$ cat src/rtl/pipeline_stage_pkg.sv
// Shared constants and phase type for two-phase (transition-signalling) handshake blocks.
package pipeline_stage_pkg;

  localparam int unsigned DEFAULT_DATA_W      = 4;
  localparam int unsigned DEFAULT_SYNC_STAGES = 2;

  typedef logic phase_t;

  // A two-phase event is a transition of the phase bit.
  function automatic phase_t phase_flip(input phase_t p);
    return phase_t'(~p);
  endfunction

endpackage

$ cat src/rtl/pipeline_stage_if.sv
// Bundled-data req/ack link for one pipeline stage; the stage itself uses the slave view.
interface pipeline_stage_if
  import pipeline_stage_pkg::*;
#(
  parameter int unsigned DATA_W = DEFAULT_DATA_W
);

  phase_t              req_in;
  phase_t              ack_out;
  logic [DATA_W-1:0]   data_in;
  phase_t              req_out;
  phase_t              ack_in;
  logic [DATA_W-1:0]   data_out;

  // Environment side: upstream producer plus downstream consumer.
  modport master (
    output req_in, data_in, ack_in,
    input  ack_out, req_out, data_out
  );

  modport slave (
    input  req_in, data_in, ack_in,
    output ack_out, req_out, data_out
  );

endinterface

$ cat src/rtl/sync_bit.sv
// Single-bit synchronizer: STAGES-deep flop chain, async active-high reset to 0; STAGES=0 is a wire.
module sync_bit #(
  parameter int unsigned STAGES = 2
) (
  input  logic clk,
  input  logic rst,
  input  logic i_d,
  output logic o_q
);

  generate
    if (STAGES == 0) begin : g_bypass
      logic w_unused_clk_rst;
      assign w_unused_clk_rst = clk ^ rst;
      assign o_q = i_d;
    end else begin : g_chain
      logic [STAGES-1:0] r_chain;

      always_ff @(posedge clk or posedge rst) begin
        if (rst) begin
          r_chain <= '0;
        end else begin
          r_chain[0] <= i_d;
          for (int k = 1; k < int'(STAGES); k++) begin
            r_chain[k] <= r_chain[k-1];
          end
        end
      end

      assign o_q = r_chain[STAGES-1];
    end
  endgenerate

endmodule

$ cat src/rtl/pipeline_stage.sv
// One-token two-phase micro-pipeline stage: forwards a token when upstream has one pending
// and downstream has acknowledged the previous one.
module pipeline_stage
  import pipeline_stage_pkg::*;
#(
  parameter int unsigned DATA_W      = DEFAULT_DATA_W,
  parameter int unsigned SYNC_STAGES = DEFAULT_SYNC_STAGES
) (
  input  logic              clk,
  input  logic              rst,
  pipeline_stage_if.slave   i_bus
);

  phase_t              w_req_s;
  phase_t              w_ack_s;
  logic                w_pending;
  logic                w_free;
  logic                w_fire;

  phase_t              r_req_out;
  phase_t              r_ack_out;
  logic [DATA_W-1:0]   r_data_out;

  sync_bit #(.STAGES(SYNC_STAGES)) u_sync_req (
    .clk (clk),
    .rst (rst),
    .i_d (i_bus.req_in),
    .o_q (w_req_s)
  );

  sync_bit #(.STAGES(SYNC_STAGES)) u_sync_ack (
    .clk (clk),
    .rst (rst),
    .i_d (i_bus.ack_in),
    .o_q (w_ack_s)
  );

  // data_in is not synchronized: bundling keeps it stable until ack_out toggles.
  assign w_pending = (w_req_s != r_ack_out);
  assign w_free    = (w_ack_s == r_req_out);
  assign w_fire    = w_pending & w_free;

  always_ff @(posedge clk or posedge rst) begin
    if (rst) begin
      r_req_out  <= 1'b0;
      r_ack_out  <= 1'b0;
      r_data_out <= '0;
    end else if (w_fire) begin
      r_data_out <= i_bus.data_in;
      r_req_out  <= phase_flip(r_req_out);
      r_ack_out  <= phase_flip(r_ack_out);
    end
  end

  assign i_bus.req_out  = r_req_out;
  assign i_bus.ack_out  = r_ack_out;
  assign i_bus.data_out = r_data_out;

endmodule

$ cat src/flat_wrapper.sv
// flat-port wrapper written by rule: the top's interface ports become plain ports
module pipeline_stage_flat import pipeline_stage_pkg::*;
#(
  parameter int unsigned DATA_W      = DEFAULT_DATA_W,
  parameter int unsigned SYNC_STAGES = DEFAULT_SYNC_STAGES
)
  (clk, rst, i_bus_req_in, i_bus_data_in, i_bus_ack_in, i_bus_ack_out, i_bus_req_out, i_bus_data_out);
  pipeline_stage_if #(.DATA_W(DATA_W)) i_bus_i ();
  input  logic clk;
  input  logic rst;
  input wire logic [$bits(i_bus_i.req_in)-1:0] i_bus_req_in;
  input wire logic [$bits(i_bus_i.data_in)-1:0] i_bus_data_in;
  input wire logic [$bits(i_bus_i.ack_in)-1:0] i_bus_ack_in;
  output wire logic [$bits(i_bus_i.ack_out)-1:0] i_bus_ack_out;
  output wire logic [$bits(i_bus_i.req_out)-1:0] i_bus_req_out;
  output wire logic [$bits(i_bus_i.data_out)-1:0] i_bus_data_out;
  assign i_bus_i.req_in = i_bus_req_in;
  assign i_bus_i.data_in = i_bus_data_in;
  assign i_bus_i.ack_in = i_bus_ack_in;
  assign i_bus_ack_out = i_bus_i.ack_out;
  assign i_bus_req_out = i_bus_i.req_out;
  assign i_bus_data_out = i_bus_i.data_out;
  pipeline_stage #(.DATA_W(DATA_W), .SYNC_STAGES(SYNC_STAGES)) u_core (.clk(clk), .rst(rst), .i_bus(i_bus_i));
endmodule
$ cat config.mk
export PLATFORM = sky130hd
export DESIGN_NAME = pipeline_stage_flat
export DESIGN_NICKNAME = d
export VERILOG_FILES = /design/src/rtl/pipeline_stage_pkg.sv /design/src/rtl/pipeline_stage_if.sv /design/src/rtl/sync_bit.sv /design/src/rtl/pipeline_stage.sv /design/src/flat_wrapper.sv
export SDC_FILE = /design/constraint.sdc
export NUM_CORES = 1
export LEC_CHECK = 0
export CAP_MARGIN = 20
export CORE_AREA = 5 5 42 44
export CTS_CLUSTER_SIZE = 8
export DETAILED_ROUTE_END_ITERATION = 10
export DIE_AREA = 0 0 47 49
export PLACE_DENSITY = 0.59
export SYNTH_ARGS = -nofsm -noshare
export SYNTH_HDL_FRONTEND = slang
export SYNTH_SLANG_ARGS = --single-unit
$ cat constraint.sdc
create_clock -name clk -period 1.3 [get_ports clk]
set_input_delay 0.325 -clock clk [delete_from_list [all_inputs] [get_ports clk]]
set_output_delay 0.325 -clock clk [all_outputs]
set_load 0.05 [all_outputs]
==> run metrics <==
outcome completed; Inserted Diodes 0; vias per inst 3.89; Die X 47 microns; initial core utilization 25.7%; gpl congestion 0.640; Final Worst Setup Slack 0.0436 ns; Max Freq 796 MHz; antenna violation net count after detailed routing 0; Clock Skews 0.00130 ns; CP cell instances xor2_2 > and2_4 > mux2_4; global route total overflow 0; share of cells above drive strength 1 47.4%; Core Area 1400 sq um; Avg WL per Cell 12.4 microns; Pint 1.12 mW; max cap viols 0; VDD IR-drop max 0.915 mV; gr usage total 6.92%; H-Tree Level Count 1; sequential share of the synthesized area 69.4%; TritonCTS clock tree built; CP bufs+invs 0; Crit Path Max Fanout 4; pin count of the biggest net entering global routing 11; clock share of power 11.9%; family with the most delay on the worst path flip-flops; Root Buffer Master clkbuf_4; DR vias 210; reg2reg end u_core.i_bus.data_out[3]; DRC Markers 0; Final setup viols 0; Detailed Route WL 668 microns; sw power 0.721 mW; final cycle utilization of the critical path 96.6%; first-pass GRT wire length 1.05 mm; Tmin final 1.26 ns; Distinct cells, synth 9; Die Height 49 microns; CTS sink cnt 10; Post-Place Setup Slack 0.0589 ns; leading cell type in the layout, fill and taps excluded dfrtp_1; sequential share of power 30.3%; RSZ-0062 raised after global routing true; Power Dens Cells 2990 nW/um^2; worst min path class in -> async; syn nets 29; Worst-Margin Slew 0.366 ns; number of register bits inferred by synthesis 10; reg-to-reg startpoint u_core.i_bus.ack_out; Initial DRC Count 1; synth top area cells dfrtp_1 69%, mux2_4 17%, mux2_1 3.1%; sw frac 39.2%; most frequent cells in the layout 8 x dfrtp_1, 7 x clkdlybuf4s50_1, 6 x buf_12; Finished Core Util 43.8%; die area 2300 sq um; Gate Count Post-Synth 21; Yosys top cell area share 69.4%; crit path capture u_core.i_bus.data_out[3]; Worst slew margin 75.6%; r2r setup slk 0.04 ns; critical setup path kind reg -> reg; Worst-Skew Late Latency 0.26 ns; antenna violations before repair 0; Pre-Repair DR Iteration Count 2; area leader, netlist dfrtp_1; Crit. End Element register; CP Launch Type register; max-slew violations 0; Num CTS Buffers 3; slowest cell on the critical path dfrtp_2; synthesis warning total 0; synthesized area per cell 17.2 sq um; Critical path origin u_core.i_bus.ack_out; # IOs 14; Setup Fix Bufs, Post-CTS 0; Fin. Hold Viols 0; Comb power frac 57.9%; fin nets 47; number of port buffers 13; site row count 14; synthesized area 360 sq um; Area Growth Syn to Fin 70.5%; fillers 127; CP required 1.44 ns; cells on worst reg2reg path 3; Static Leak 0.274 nW; Pwr Total 1.84 mW; vias in the first global route 227; CTS max path bufs 2; crit-path max cell delay 0.44 ns; number of cells on the critical path 3; WP data arrival 1.40 ns; clock slew at reported path FFs 0.06 ns
final cells by class:
type | instances | area (sq um) | area share [%]
Inverter | 1 | 3.75 | 0.611
Clock buffer | 4 | 26.3 | 4.28
Timing Repair Buffer | 13 | 190 | 31.0
Multi-Input combinational cell | 10 | 121 | 19.8
Tap cell | 16 | 20.0 | 3.26
Sequential cell | 10 | 253 | 41.1
Yosys cell counts:
cell     instances
dfrtp_1         10
inv_1            1
xnor2_1          1
mux2_4           4
and2_4           1
xor2_1           1
mux2_1           1
a21oi_1          1
nor2_1           1
power groups by stage:
stage	Sequential, mW	Clock, mW	Combinational (mW)
floorplan	0.835	0	0.276
global placement	0.557	0	1.07
detailed placement	0.564	0	1.07
CTS	0.558	0.231	1.08
global route	0.571	0.244	1.10
finish	0.556	0.218	1.06
timing repair:
item                                    4_1_cts  5_1_grt
resized for setup                             0        0
endpoints found under the setup margin        0        4
hold buffers                                  0        0
how the worst min path moves through the flow:
stage,startpoint,to,slack (ns),cells past startpoint
finish,rst,u_core.i_bus.data_out[3],0.33,2
global route,rst,u_core.u_sync_req.g_chain.r_chain[0],0.36,2
CTS,rst,u_core.u_sync_ack.g_chain.r_chain[1],0.34,2
detailed placement,u_core.u_sync_req.g_chain.r_chain[0],u_core.u_sync_req.g_chain.r_chain[1],0.35,0
global placement,u_core.u_sync_req.g_chain.r_chain[0],u_core.u_sync_req.g_chain.r_chain[1],0.33,0
floorplan,rst,u_core.i_bus.data_out[0],0.17,1
through the flow:
stage	cells	TNS (ns)	hold WS [ns]	cell area, sq um
finish	54	0	0.334	614
global route	54	-0.0237	0.357	614
CTS	54	0	0.338	614
detailed placement	50	0	0.346	588
global placement	50	0	0.333	588
floorplan	21	-0.0825	0.165	378
registers in the layout (all words and copies together) (netlist names):
signal	count
u_core.i_bus.data_out	4
u_core.u_sync_ack.g_chain.r_chain	2
u_core.u_sync_req.g_chain.r_chain	2
u_core.i_bus.ack_out	1
u_core.i_bus.req_out	1
per-layer routing:
layer / vias up / track usage, % / wire (microns)
li1: 102 / - / -
met1: 104 / 7.55 / 264
met2: 4 / 9.50 / 370
met3: 0 / 3.69 / 33
met4: 0 / 5.53 / 0
met5: - / 0 / 0
cell families after synthesis:
family / count (synthesis) / share of synthesized area, %
AOI/OAI and AO/OA: 1 / 1.39
xor gates and xnor gates: 2 / 4.86
buffers and inverters: 1 / 1.04
DFF: 10 / 69.4
muxes: 5 / 19.8
and+or+nand+nor: 2 / 3.47
(Power assumes the default switching activity.)
